[src/rtl/mac_pkg.sv]
// Shared MAC operand-path definitions: operand width, channel indices and a
// ceiling-log2 helper used to size FIFO pointers.
package mac_pkg;

  localparam int MAC_OPERAND_WIDTH = 8;

  localparam logic CH_A = 1'b0;
  localparam logic CH_B = 1'b1;

  function automatic int clog2(input int n);
    int r;
    r = 0;
    for (int i = 0; i < 31; i++) begin
      if ((1 << i) < n) r = i + 1;
    end
    return r;
  endfunction

endpackage

[src/rtl/demux_channel_fifo.sv]
// Per-channel operand FIFO: DEPTH entries (power of two), head entry shown
// combinationally; when empty the head shows the most recently popped byte.
module demux_channel_fifo
  import mac_pkg::*;
#(
  parameter int WIDTH = MAC_OPERAND_WIDTH,
  parameter int DEPTH = 2
) (
  input  logic             clk,
  input  logic             rst,
  input  logic             push,
  input  logic [WIDTH-1:0] push_data,
  input  logic             pop,
  output logic             full,
  output logic             empty,
  output logic [WIDTH-1:0] head_data
);

  localparam int PTR_W = clog2(DEPTH);
  localparam int CNT_W = PTR_W + 1;

  logic [WIDTH-1:0] mem_q [DEPTH];
  logic [WIDTH-1:0] last_q;
  logic [PTR_W-1:0] wr_ptr_q, wr_ptr_d;
  logic [PTR_W-1:0] rd_ptr_q, rd_ptr_d;
  logic [CNT_W-1:0] cnt_q, cnt_d;
  logic             do_push, do_pop;

  assign full    = (cnt_q == CNT_W'(DEPTH));
  assign empty   = (cnt_q == '0);
  assign do_push = push && !full;
  assign do_pop  = pop && !empty;

  // An empty FIFO keeps presenting the last byte it handed out.
  assign head_data = empty ? last_q : mem_q[rd_ptr_q];

  always_comb begin
    wr_ptr_d = wr_ptr_q;
    rd_ptr_d = rd_ptr_q;
    cnt_d    = cnt_q;
    if (do_push) wr_ptr_d = wr_ptr_q + PTR_W'(1);
    if (do_pop)  rd_ptr_d = rd_ptr_q + PTR_W'(1);
    case ({do_push, do_pop})
      2'b10:   cnt_d = cnt_q + CNT_W'(1);
      2'b01:   cnt_d = cnt_q - CNT_W'(1);
      default: cnt_d = cnt_q;
    endcase
  end

  always_ff @(posedge clk or posedge rst) begin
    if (rst) begin
      for (int i = 0; i < DEPTH; i++) mem_q[i] <= '0;
      last_q   <= '0;
      wr_ptr_q <= '0;
      rd_ptr_q <= '0;
      cnt_q    <= '0;
    end else begin
      if (do_push) mem_q[wr_ptr_q] <= push_data;
      if (do_pop)  last_q <= mem_q[rd_ptr_q];
      wr_ptr_q <= wr_ptr_d;
      rd_ptr_q <= rd_ptr_d;
      cnt_q    <= cnt_d;
    end
  end

endmodule

[src/rtl/mac_operand_demux.sv]
// 1-to-2 operand demux feeding two MAC operand FIFOs. With DEMUX_ALTERNATE_EN
// defined, an internal toggle replaces in_sel and alternates channels 0,1,0,1.
module mac_operand_demux
  import mac_pkg::*;
#(
  parameter int WIDTH = MAC_OPERAND_WIDTH,
  parameter int DEPTH = 2
) (
  input  logic             clk,
  input  logic             rst,
  input  logic [WIDTH-1:0] in_data,
  input  logic             in_sel,
  input  logic             in_valid,
  output logic             in_ready,
  output logic [WIDTH-1:0] out0_data,
  output logic             out0_valid,
  input  logic             out0_ready,
  output logic [WIDTH-1:0] out1_data,
  output logic             out1_valid,
  input  logic             out1_ready
);

  logic dest;
  logic accept;
  logic full0, full1, empty0, empty1;
  logic push0, push1, pop0, pop1;

`ifdef DEMUX_ALTERNATE_EN
  logic toggle_q, toggle_d;
  logic in_sel_unused;

  assign in_sel_unused = in_sel;
  assign dest          = toggle_q;

  // The toggle only moves when a byte is actually taken, so a stall on the
  // targeted channel keeps pointing at that channel.
  always_comb begin
    toggle_d = toggle_q;
    if (accept) toggle_d = ~toggle_q;
  end

  always_ff @(posedge clk or posedge rst) begin
    if (rst) toggle_q <= 1'b0;
    else     toggle_q <= toggle_d;
  end
`else
  assign dest = in_sel;
`endif

  // Full check ignores a same-cycle pop to keep in_ready off the consumer path.
  assign in_ready = !rst && !((dest == CH_B) ? full1 : full0);
  assign accept   = in_valid && in_ready;

  assign push0 = accept && (dest == CH_A);
  assign push1 = accept && (dest == CH_B);
  assign pop0  = out0_ready && !empty0;
  assign pop1  = out1_ready && !empty1;

  assign out0_valid = !empty0;
  assign out1_valid = !empty1;

  demux_channel_fifo #(.WIDTH(WIDTH), .DEPTH(DEPTH)) u_fifo0 (
    .clk       (clk),
    .rst       (rst),
    .push      (push0),
    .push_data (in_data),
    .pop       (pop0),
    .full      (full0),
    .empty     (empty0),
    .head_data (out0_data)
  );

  demux_channel_fifo #(.WIDTH(WIDTH), .DEPTH(DEPTH)) u_fifo1 (
    .clk       (clk),
    .rst       (rst),
    .push      (push1),
    .push_data (in_data),
    .pop       (pop1),
    .full      (full1),
    .empty     (empty1),
    .head_data (out1_data)
  );

endmodule

[config.mk]
export PLATFORM = sky130hd
export DESIGN_NAME = mac_operand_demux
export DESIGN_NICKNAME = d
export VERILOG_FILES = /design/src/rtl/mac_pkg.sv /design/src/rtl/demux_channel_fifo.sv /design/src/rtl/mac_operand_demux.sv
export SDC_FILE = /design/constraint.sdc
export NUM_CORES = 1
export LEC_CHECK = 0
export BUFFER_PORTS_ARGS = -buffer_cell sky130_fd_sc_hd__buf_2
export CORE_MARGIN = 5
export CORE_UTILIZATION = 39
export DETAILED_ROUTE_END_ITERATION = 10
export GPL_TIMING_DRIVEN = 0
export HOLD_SLACK_MARGIN = 0.1
export PLACE_DENSITY = 0.62
export SLEW_MARGIN = 10
export SYNTH_ARGS = -nofsm -noshare
export SYNTH_HDL_FRONTEND = slang
export SYNTH_HIERARCHICAL = 1
export SYNTH_SLANG_ARGS = --single-unit
[constraint.sdc]
create_clock -name clk -period 3.1 [get_ports clk]
set_input_delay 0 -clock clk [delete_from_list [all_inputs] [get_ports clk]]
set_output_delay 0 -clock clk [all_outputs]
set_load 0.05 [all_outputs]
==> metrics.txt <==
status finished, final reports clean; vias in the first global route 1731; I/O Buffers 32; YS warnings 6; Worst-Skew Late Latency 0.30 ns; Unique masters post-synth 24; most common cell in the synthesized netlist dfrtp_1; CTS tree yes; clock root cell clkbuf_8; Post-Route WL 4.77 mm; # IOs 33; pin count of the biggest net entering global routing 29; crit path max fanout 10; max cap viols 0; R2R setup slack 0.44 ns; GR Overflow Total 0; minimum clock period 2.66 ns; Tcrit/Tclk final 0.858; setup violators final 0; Initial DRC Count 84; CTS H-tree depth 2; predominant post-synthesis flop cell dfrtp_1; CP Class reg2reg; clock tree buffer depth 2; syn nets 237; Worst R2R Start u_fifo0/cnt_q[0]; slew at the pin closest to its max-slew limit 1.06 ns; min-delay worst type in2reg; Place WS 0.459 ns; startpoint types flop; Hold-fix buffers, CTS 10; DR vias/cell 4.87; CTS buffer count 5; sequential area share after synthesis 0.547; Slew Viols, Final 0; dpl hpwl 3.46 mm; die area 8280 um^2; Hold Path Sink u_fifo1/wr_ptr_q; FMAX 376 MHz; Vias 1696; EDFF count, synth 0; reg2reg end u_fifo0/cnt_q[1]; Mapped Cells 221; Post-synth top cells 56 x dfrtp_1, 32 x mux2_2, 18 x nand2_1, 18 x nor2_1; post-synthesis cell area 2560 um^2; CORE AREA 6390 um^2; Max stage delay cell, worst path dfrtp_1; first-pass GRT wire length 8.30 mm; standard-cell rows 29; Initial DRT Pass Iterations 4; RSZ-0062 raised after global routing false; depth of the most critical reg-to-reg path 11; Sink Count 56; Worst path max stage delay 0.44 ns; All-Layer GR Usage 0.121; Antenna Nets Post-Route 0; TNS Setup 0 ns; Setup crit end kind flop; hold wc startpoint in_valid; routability congestion estimate 0.751; post-CTS sizing 0; CP arrival 2.89 ns; Die Wd 91.0 um; n_diodes 0; Yosys top cell area share 0.547; layout cells sized above 1 0.321; Residual DRC 0; Mapped Avg Cell Area 11.6 um^2; Starting Density 0.401; fin nets 286; worst clock skew 0.00726 ns; count of final hold-check violations 0; number of synthesized register bits 56; setup bufs post-CTS 0; required time of the critical path 3.33 ns; Worst-path clk slew 0.09 ns; ys async rst share 1.00; final worst slack 0.440 ns; final hold slack 0.127 ns; Die Height 91.0 um; largest area contributor in the netlist dfrtp_1; Area contributors post-synth dfrtp_1 55%, mux2_2 14%, mux2i_1 6.3%; initial antenna violation count 0; Slew Limit Headroom 0.296; crit path cell chain or2_2, clkbuf_1, buf_2, inv_1, nor2b_1, o21ai_1, buf_2, inv_1, ha_1, nor2_1, xor2_1; DR WL/cell 13.7 um; Synth-to-Final Area Change 18.1%; hold path depth 5
## per-stage QoR
| step | cell area, um^2 | utilization | cells |
|---|---|---|---|
| 2_1_floorplan | 2560 | - | 221 |
| 3_3_place_gp | 2820 | 0.441 | 330 |
| 3_5_place_dp | 2820 | 0.441 | 330 |
| 4_1_cts | 3020 | 0.474 | 348 |
| 5_1_grt | 3020 | 0.474 | 348 |
| 6_report | 3020 | 0.474 | 348 |
## critical path, delay by kind of cell, from the launching register on
kind	cells	cell delay, ns
buffers and inverters	5	0.90
AND/OR/NAND/NOR	3	0.50
flip-flops	1	0.44
adder cells (fa/ha/maj)	1	0.32
AO/OA/AOI/OAI	1	0.30
XOR/XNOR	1	0.14
## cell type report
cell class                      count  area [um^2]
Multi-Input combinational cell    145         1080
Sequential cell                    56         1400
Timing Repair Buffer               42          260
Fill cell                         615         3360
Clock buffer                        6         72.6
Buffer                             10         45.0
Inverter                           10         37.5
Clock inverter                      2         35.0
Tap cell                           77         96.3
## cell families after synthesis
| group | Yosys count | share of synthesized area |
|---|---|---|
| DFF | 56 | 0.547 |
| and+or+nand+nor | 50 | 0.104 |
| muxes | 48 | 0.203 |
| AOI/OAI and AO/OA | 35 | 0.0694 |
| buffers and inverters | 20 | 0.0323 |
| xor gates and xnor gates | 10 | 0.0342 |
| adders and majority gates | 2 | 0.00977 |
## layout by cell type (no fill, tap or decap), types with 3 or more instances in the layout
| cell type | count |
|---|---|
| nand2_1 | 18 |
| buf_2 | 38 |
| clkbuf_8 | 5 |
| xnor2_1 | 8 |
| clkbuf_1 | 5 |
| mux2i_1 | 16 |
| a21oi_1 | 16 |
| nor2b_1 | 3 |
| dlygate4sd3_1 | 10 |
| dfrtp_1 | 56 |
| o21ai_0 | 16 |
| nor2_1 | 18 |
| inv_1 | 8 |
| mux2_2 | 32 |
## routing by layer
| metal | GRT usage | share of wire | vias up |
|---|---|---|---|
| li1 | - | - | 840 |
| met2 | 0.201 | 0.51 | 22 |
| met5 | 0 | 0 | - |
| met4 | 0.0367 | 0.012 | 0 |
| met1 | 0.157 | 0.45 | 830 |
| met3 | 0.0281 | 0.034 | 4 |
## flip-flops by register name, indices dropped and copies added, names as in the netlist
signal and count:
u_fifo0/last_q 8, u_fifo0/mem_q 16, u_fifo0/wr_ptr_q 1, u_fifo1/rd_ptr_q 1, u_fifo0/rd_ptr_q 1, u_fifo0/cnt_q 2
u_fifo1/mem_q 16, u_fifo1/wr_ptr_q 1, u_fifo1/cnt_q 2, u_fifo1/last_q 8
## worst max-delay path by stage
stage	from	end	slack, ns	cells past startpoint
floorplan	u_fifo0/cnt_q[0]	u_fifo0/cnt_q[1]	0.82	11
global placement	u_fifo1/cnt_q[0]	u_fifo1/cnt_q[1]	0.41	11
detailed placement	u_fifo1/cnt_q[0]	u_fifo1/cnt_q[1]	0.46	11
CTS	u_fifo1/cnt_q[0]	u_fifo1/cnt_q[1]	0.43	11
global route	u_fifo0/cnt_q[0]	u_fifo0/cnt_q[1]	0.24	11
finish	u_fifo0/cnt_q[0]	u_fifo0/cnt_q[1]	0.44	11
Power is left out: the tool's default activity adds up to more than one toggle a clock period on the data nets, which glitch-free logic cannot reach.
